--- config.mk ---
export PLATFORM = sky130hd
export DESIGN_NAME = fen_stream_arb_flat
export DESIGN_NICKNAME = d
export VERILOG_FILES = /design/src/rtl/fen_pkg.sv /design/src/rtl/fen_stream_arb_if.sv /design/src/rtl/fen_stream_arb_rr.sv /design/src/rtl/fen_stream_arb.sv /design/src/flat_wrapper.sv
export SDC_FILE = /design/constraint.sdc
export NUM_CORES = 1
export LEC_CHECK = 0
export CORE_ASPECT_RATIO = 1.4
export CORE_MARGIN = 8
export CORE_UTILIZATION = 47
export DETAILED_ROUTE_END_ITERATION = 10
export PLACE_DENSITY_LB_ADDON = 0.2
export SYNTH_ARGS = -nofsm -noshare
export SYNTH_HDL_FRONTEND = slang
export SYNTH_HIERARCHICAL = 1
export SYNTH_SLANG_ARGS = --single-unit
--- constraint.sdc ---
create_clock -name clk -period 2.3 [get_ports clk]
set_input_delay 0.46 -clock clk [delete_from_list [all_inputs] [get_ports clk]]
set_output_delay 0.46 -clock clk [all_outputs]
set_load 0.05 [all_outputs]
--- src/rtl/fen_pkg.sv ---
// Shared types and constants for the two-requester FEN stream arbiter.
package fen_pkg;
  localparam int NUM_REQ = 2;
  localparam int FEN_W   = 8;

  typedef enum logic [1:0] {ST_IDLE, ST_PKT, ST_DRAIN} arb_state_t;

  // Adds up to two dropped beats to an 8-bit counter, sticking at 255.
  function automatic logic [7:0] sat_add8(input logic [7:0] a, input logic [1:0] n);
    logic [8:0] s;
    s = {1'b0, a} + {7'b0, n};
    return s[8] ? 8'hFF : s[7:0];
  endfunction
endpackage

--- src/rtl/fen_stream_arb_if.sv ---
// Requester-side and decoder-side signals of the FEN stream arbiter.
interface fen_stream_arb_if;
  import fen_pkg::*;

  logic [FEN_W-1:0]   req_data [NUM_REQ];
  logic [NUM_REQ-1:0] req_valid;
  logic [NUM_REQ-1:0] req_sop;
  logic [NUM_REQ-1:0] req_eop;
  logic [NUM_REQ-1:0] req_ready;
  logic               dec_busy;
  logic [FEN_W-1:0]   out_data;
  logic               out_valid;
  logic               out_sop;
  logic               out_eop;
  logic [NUM_REQ-1:0] grant;
  logic               o_abort;
  logic [7:0]         drop_count;

  modport master (
    output req_data, req_valid, req_sop, req_eop, dec_busy,
    input  req_ready, out_data, out_valid, out_sop, out_eop, grant, o_abort, drop_count
  );

  modport slave (
    input  req_data, req_valid, req_sop, req_eop, dec_busy,
    output req_ready, out_data, out_valid, out_sop, out_eop, grant, o_abort, drop_count
  );
endinterface

--- src/rtl/fen_stream_arb_rr.sv ---
// Two-way round-robin arbiter: the requester not granted last wins a tie.
module rr_arbiter2 (
  input  logic       clk,
  input  logic       reset,
  input  logic [1:0] req,
  input  logic       advance,
  output logic [1:0] gnt
);
  // prio_reg=0 favours requester 0, 1 favours requester 1
  logic prio_reg;

  always_comb begin
    gnt = req;
    if (req == 2'b11) begin
      gnt = prio_reg ? 2'b10 : 2'b01;
    end
  end

  always_ff @(posedge clk) begin
    if (reset) begin
      prio_reg <= 1'b0;
    end else if (advance && (gnt != 2'b00)) begin
      prio_reg <= gnt[0];
    end
  end
endmodule

--- src/rtl/fen_stream_arb.sv ---
// Shares one FEN decoder between two byte-stream requesters, one whole packet at a time.
module fen_stream_arb
  import fen_pkg::*;
#(
  parameter int TIMEOUT   = 255,
  parameter int DRAIN_MIN = 2
) (
  input  logic             clk,
  input  logic             reset,
  fen_stream_arb_if.slave  bus
);
  localparam int CW = $clog2(TIMEOUT + 1);
  localparam int DW = (DRAIN_MIN > 1) ? $clog2(DRAIN_MIN) : 1;

  arb_state_t         state_reg;
  logic [NUM_REQ-1:0] grant_reg;
  logic [CW-1:0]      idle_cnt_reg;
  logic [DW-1:0]      drain_cnt_reg;
  logic [FEN_W-1:0]   out_data_reg;
  logic               out_valid_reg, out_sop_reg, out_eop_reg;
  logic               abort_reg;
  logic [7:0]         drop_reg;

  logic [NUM_REQ-1:0] sop_req, stray, ready, accept, arb_gnt;
  logic [1:0]         n_stray;
  logic               advance, pkt_beat;
  logic [FEN_W-1:0]   sel_data;
  logic               sel_sop, sel_eop;

  genvar gi;
  generate
    for (gi = 0; gi < NUM_REQ; gi++) begin : g_req
      assign sop_req[gi] = bus.req_valid[gi] & bus.req_sop[gi];
      // Stray (non-sop) beats are swallowed while idle so they cannot wedge a requester.
      assign stray[gi]   = (state_reg == ST_IDLE) & bus.req_valid[gi] & ~bus.req_sop[gi];
      assign ready[gi]   = ~reset & (stray[gi] | ((state_reg == ST_PKT) & grant_reg[gi]));
      assign accept[gi]  = ready[gi] & bus.req_valid[gi];
    end
  endgenerate

  assign n_stray  = {1'b0, stray[0]} + {1'b0, stray[1]};
  assign advance  = (state_reg == ST_IDLE) & (|sop_req) & ~bus.dec_busy;
  assign pkt_beat = (state_reg == ST_PKT) & (|accept);
  assign sel_data = bus.req_data[grant_reg[1]];
  assign sel_sop  = bus.req_sop[grant_reg[1]];
  assign sel_eop  = bus.req_eop[grant_reg[1]];

  rr_arbiter2 u_rr (
    .clk     (clk),
    .reset   (reset),
    .req     (sop_req),
    .advance (advance),
    .gnt     (arb_gnt)
  );

  always_ff @(posedge clk) begin
    if (reset) begin
      state_reg     <= ST_IDLE;
      grant_reg     <= '0;
      idle_cnt_reg  <= '0;
      drain_cnt_reg <= '0;
      out_data_reg  <= '0;
      out_valid_reg <= 1'b0;
      out_sop_reg   <= 1'b0;
      out_eop_reg   <= 1'b0;
      abort_reg     <= 1'b0;
      drop_reg      <= '0;
    end else begin
      out_data_reg  <= '0;
      out_valid_reg <= 1'b0;
      out_sop_reg   <= 1'b0;
      out_eop_reg   <= 1'b0;
      abort_reg     <= 1'b0;
      case (state_reg)
        ST_IDLE: begin
          drop_reg <= sat_add8(drop_reg, n_stray);
          if (advance) begin
            state_reg    <= ST_PKT;
            grant_reg    <= arb_gnt;
            idle_cnt_reg <= '0;
          end
        end
        ST_PKT: begin
          if (pkt_beat) begin
            out_data_reg  <= sel_data;
            out_valid_reg <= 1'b1;
            out_sop_reg   <= sel_sop;
            out_eop_reg   <= sel_eop;
            idle_cnt_reg  <= '0;
            if (sel_eop) begin
              state_reg     <= ST_DRAIN;
              grant_reg     <= '0;
              drain_cnt_reg <= '0;
            end
          end else if (idle_cnt_reg == CW'(TIMEOUT - 1)) begin
            // Abandoned packet: no eop is made up for the decoder.
            state_reg    <= ST_IDLE;
            grant_reg    <= '0;
            abort_reg    <= 1'b1;
            idle_cnt_reg <= '0;
          end else begin
            idle_cnt_reg <= idle_cnt_reg + CW'(1);
          end
        end
        ST_DRAIN: begin
          if (drain_cnt_reg == DW'(DRAIN_MIN - 1)) begin
            if (!bus.dec_busy) begin
              state_reg <= ST_IDLE;
            end
          end else begin
            drain_cnt_reg <= drain_cnt_reg + DW'(1);
          end
        end
        default: state_reg <= ST_IDLE;
      endcase
    end
  end

  assign bus.req_ready  = ready;
  assign bus.out_data   = out_data_reg;
  assign bus.out_valid  = out_valid_reg;
  assign bus.out_sop    = out_sop_reg;
  assign bus.out_eop    = out_eop_reg;
  assign bus.grant      = grant_reg;
  assign bus.o_abort    = abort_reg;
  assign bus.drop_count = drop_reg;
endmodule

--- src/flat_wrapper.sv ---
// flat-port wrapper written by rule: the top's interface ports become plain ports
module fen_stream_arb_flat import fen_pkg::*;
#(
  parameter int TIMEOUT   = 255,
  parameter int DRAIN_MIN = 2
)
  (clk, reset, bus_req_data, bus_req_valid, bus_req_sop, bus_req_eop, bus_dec_busy, bus_req_ready, bus_out_data, bus_out_valid, bus_out_sop, bus_out_eop, bus_grant, bus_o_abort, bus_drop_count);
  fen_stream_arb_if bus_i ();
  input  logic clk;
  input  logic reset;
  input wire logic [$bits(bus_i.req_data)-1:0] bus_req_data;
  input wire logic [$bits(bus_i.req_valid)-1:0] bus_req_valid;
  input wire logic [$bits(bus_i.req_sop)-1:0] bus_req_sop;
  input wire logic [$bits(bus_i.req_eop)-1:0] bus_req_eop;
  input wire logic [$bits(bus_i.dec_busy)-1:0] bus_dec_busy;
  output wire logic [$bits(bus_i.req_ready)-1:0] bus_req_ready;
  output wire logic [$bits(bus_i.out_data)-1:0] bus_out_data;
  output wire logic [$bits(bus_i.out_valid)-1:0] bus_out_valid;
  output wire logic [$bits(bus_i.out_sop)-1:0] bus_out_sop;
  output wire logic [$bits(bus_i.out_eop)-1:0] bus_out_eop;
  output wire logic [$bits(bus_i.grant)-1:0] bus_grant;
  output wire logic [$bits(bus_i.o_abort)-1:0] bus_o_abort;
  output wire logic [$bits(bus_i.drop_count)-1:0] bus_drop_count;
  assign bus_i.req_data = {>>{bus_req_data}};
  assign bus_i.req_valid = bus_req_valid;
  assign bus_i.req_sop = bus_req_sop;
  assign bus_i.req_eop = bus_req_eop;
  assign bus_i.dec_busy = bus_dec_busy;
  assign bus_req_ready = bus_i.req_ready;
  assign bus_out_data = bus_i.out_data;
  assign bus_out_valid = bus_i.out_valid;
  assign bus_out_sop = bus_i.out_sop;
  assign bus_out_eop = bus_i.out_eop;
  assign bus_grant = bus_i.grant;
  assign bus_o_abort = bus_i.o_abort;
  assign bus_drop_count = bus_i.drop_count;
  fen_stream_arb #(.TIMEOUT(TIMEOUT), .DRAIN_MIN(DRAIN_MIN)) u_core (.clk(clk), .reset(reset), .bus(bus_i));
endmodule
==> summary.txt <==
Critical path
  – WS Path Type: input port to flop
  – CP arrival: between 2 and 2.5 ns
  – Max stage delay on crit path: 0.42 ns
  – Crit-path leading delay family: buffers and inverters
  – Crit-path slowest cell: clkdlybuf4s50_1
  – Critical Path RT: 2.48 ns
  – Cell breakdown of the critical path: clkdlybuf4s50_1, nand3b_1, fa_2, inv_1, ha_4, nand3_2, nor2_2, buf_4, buf_4, and4b_1, nor3_1
  – Worst setup EP type: flop
  – Buffers & Inverters on Critical Path: 4
  – Worst-path fanout max: 3
  – Startpoint Class: input port
  – Most frequent CP cell: buf_4

Timing
  – Clock Skews: between 0.01 and 0.015 ns
  – Max-slew violation count: 0
  – Final period util: a little under 100%
  – Final hold violations: 0
  – Fmax: 453 MHz
  – Tmin final: 2.21 ns
  – Slew HR: 51.6%
  – Setup tns final: 0 ns
  – Endpoints failing setup: 0
  – Worst slew pin tran: 0.723 ns

Power and ir drop
  – Cell Pwr Density: 587 nW/um^2
  – Worst VDD drop: 474 uV
  – Leakage: between 0.9 and 1 nW

Detailed routing
  – Detailed Routing Iterations Pass 1: 4
  – Via count: 1650
  – DR DRC count: 0
  – Vias per std cell: around 5.5
  – Wirelength per Cell: 15.4 um
  – Final wirelength: between 4 and 5 mm
  – Initial DRC count: 98
  – Routed Antenna Nets: 0

Cells and area
  – Commonest non-fill, non-tap cell in the layout: clkdlybuf4s50_1
  – Most frequent cells in the layout: clkdlybuf4s50_1, dfxtp_1, a21oi_1
  – # nets final: 287
  – Share of cells above drive strength 1: between 10% and 20%
  – Core Util, Final: 68.9%
  – # diodes: 0
  – Area Overhead vs Synth: 42.2%

Global routing
  – Total track usage: 16.1%
  – Vias in the first global route: 1601
  – First-pass GRT wire length: roughly 7.4 mm
  – Initial antenna violation count: 0
  – Largest net degree at the start of global routing: 22
  – Total grt overflow: 0

Logic synthesis
  – Synth cell types: 53
  – Yosys warnings: 6
  – Syn nets: 225
  – Top_reg_cell synth: dfxtp_1
  – Flops & latches, synth: 34
  – Cell Area, Synth: 1730 um^2
  – EDFF count, synth: 0
  – Cells after Synth: 196
  – Fraction of the yosys area taken by sequential cells: between 30% and 40%
  – Post-Syn Area per Cell: 8.84 um^2
  – Ys async rst share: 0%

Clocking
  – CTS tree: done
  – Clk Latency, worst-skew pair: 0.29 ns
  – CTS sink count: 34
  – Cts hold-fix bufs: 0
  – Total CTS buffers: 5
  – Reg clk slew, reported paths: 0.08 ns
  – CTS max path bufs: 2
  – CTS root buffer: clkbuf_8
  – CTS H-tree depth: 2

Floorplanning
  – Die footprint: 5910 um^2
  – Number of placed I/O pins: 49
  – Row count: 26
  – Core area: roughly 3600 um^2
  – Die W: 67.3 um
  – Die height: between 80 and 90 um
  – Initial Util: 48.4%

Placement
  – Final HPWL from detailed placement: around 3.5 mm
  – PortBufs: 48
  – GPL Wtd Cong: a little over 0.8

Status
  – Status: finished, final reports clean

Run
  – Total of max-cap violations: 0

Min path
  – Hold crit path type: flop to flop
[power breakdown]
group,internal [mW],switching (mW)
combinational,0.166,0.222
clock,0.203,0.214
sequential,0.615,0.0263
[worst min-delay path, stage by stage (launching register included)]
cell     delay, ns
dfxtp_1       0.31
o21ai_1       0.07
a21oi_1       0.07
[metal layers]
| metal | GRT usage, % | share of wire [%] | vias up |
|---|---|---|---|
| met5 | 0 | 0 | - |
| met1 | 17.1 | 40 | 783 |
| met3 | 5.38 | 4.9 | 6 |
| li1 | - | - | 823 |
| met2 | 28.3 | 54 | 38 |
| met4 | 6.30 | 1.3 | 0 |
[synth_stat cells, drive strengths merged (2+ instances only)]
cell | number | share of area (%)
ha | 3 | 2.2
nand2 | 14 | 3.0
and2 | 4 | 1.4
o21ba | 2 | 1.2
a21oi | 22 | 6.6
nand4 | 3 | 1.1
nor2 | 21 | 5.1
nor4 | 2 | 0.72
o21ai | 5 | 1.4
nand3 | 9 | 2.9
nand2b | 4 | 1.4
a21o | 2 | 0.87
a21boi | 2 | 0.87
inv | 9 | 2.1
dfxtp | 34 | 39
nor3b | 3 | 1.3
a211oi | 4 | 2.6
nor3 | 5 | 1.7
clkbuf | 5 | 1.1
or3 | 2 | 0.72
mux2i | 12 | 6.9
o2111ai | 2 | 1.7
buf | 4 | 1.8
nand3b | 4 | 1.7
a211o | 2 | 1.0
[layout make-up]
type	instances	area [um^2]
Tap cell	42	52.6
Clock inverter	2	10.0
Inverter	9	36.3
Clock buffer	5	68.8
Timing Repair Buffer	64	618
Fill cell	302	1110
Multi-Input combinational cell	144	998
Sequential cell	34	681
[logic make-up after synthesis]
family,count (synthesis),share of synthesized area [%]
flip-flops,34,39.3
multiplexers,12,6.93
AO/OA/AOI/OAI,50,21.2
AND/OR/NAND/NOR,76,23.3
XOR/XNOR,2,1.01
buffers and inverters,18,4.98
adder cells (fa/ha/maj),4,3.32
[per-stage QoR]
step / hold slack (ns) / instances / setup WS [ns] / total power, mW / instance area, um^2
6_report: 0.496 / 300 / 0.0911 / 1.45 / 2460
5_1_grt: 0.531 / 300 / -0.0344 / 1.52 / 2460
4_1_cts: 0.496 / 299 / 0.0878 / 1.45 / 2430
3_5_place_dp: 0.486 / 292 / -0.211 / 1.04 / 2360
3_3_place_gp: 0.469 / 292 / -0.146 / 1.03 / 2360
2_1_floorplan: 0.460 / 196 / -0.113 / 0.891 / 1740
[what timing repair did]
action,CTS,global route
gates resized for setup,0,5
endpoints found under the setup margin,0,7
setup buffers,0,1
[final timing paths]
check | startpoint | end | slack (ns) | cells after the start
setup / recovery | bus_req_sop[0] | u_core/bus.drop_count[6] | 0.09 | 11
hold / removal | u_core/drain_cnt_reg | u_core/drain_cnt_reg | 0.50 | 2
setup reg to reg | u_core/state_reg[0] | u_core/bus.drop_count[6] | 0.28 | 11
hold reg to reg | u_core/drain_cnt_reg | u_core/drain_cnt_reg | 0.50 | 2
(Power assumes the default switching activity.)
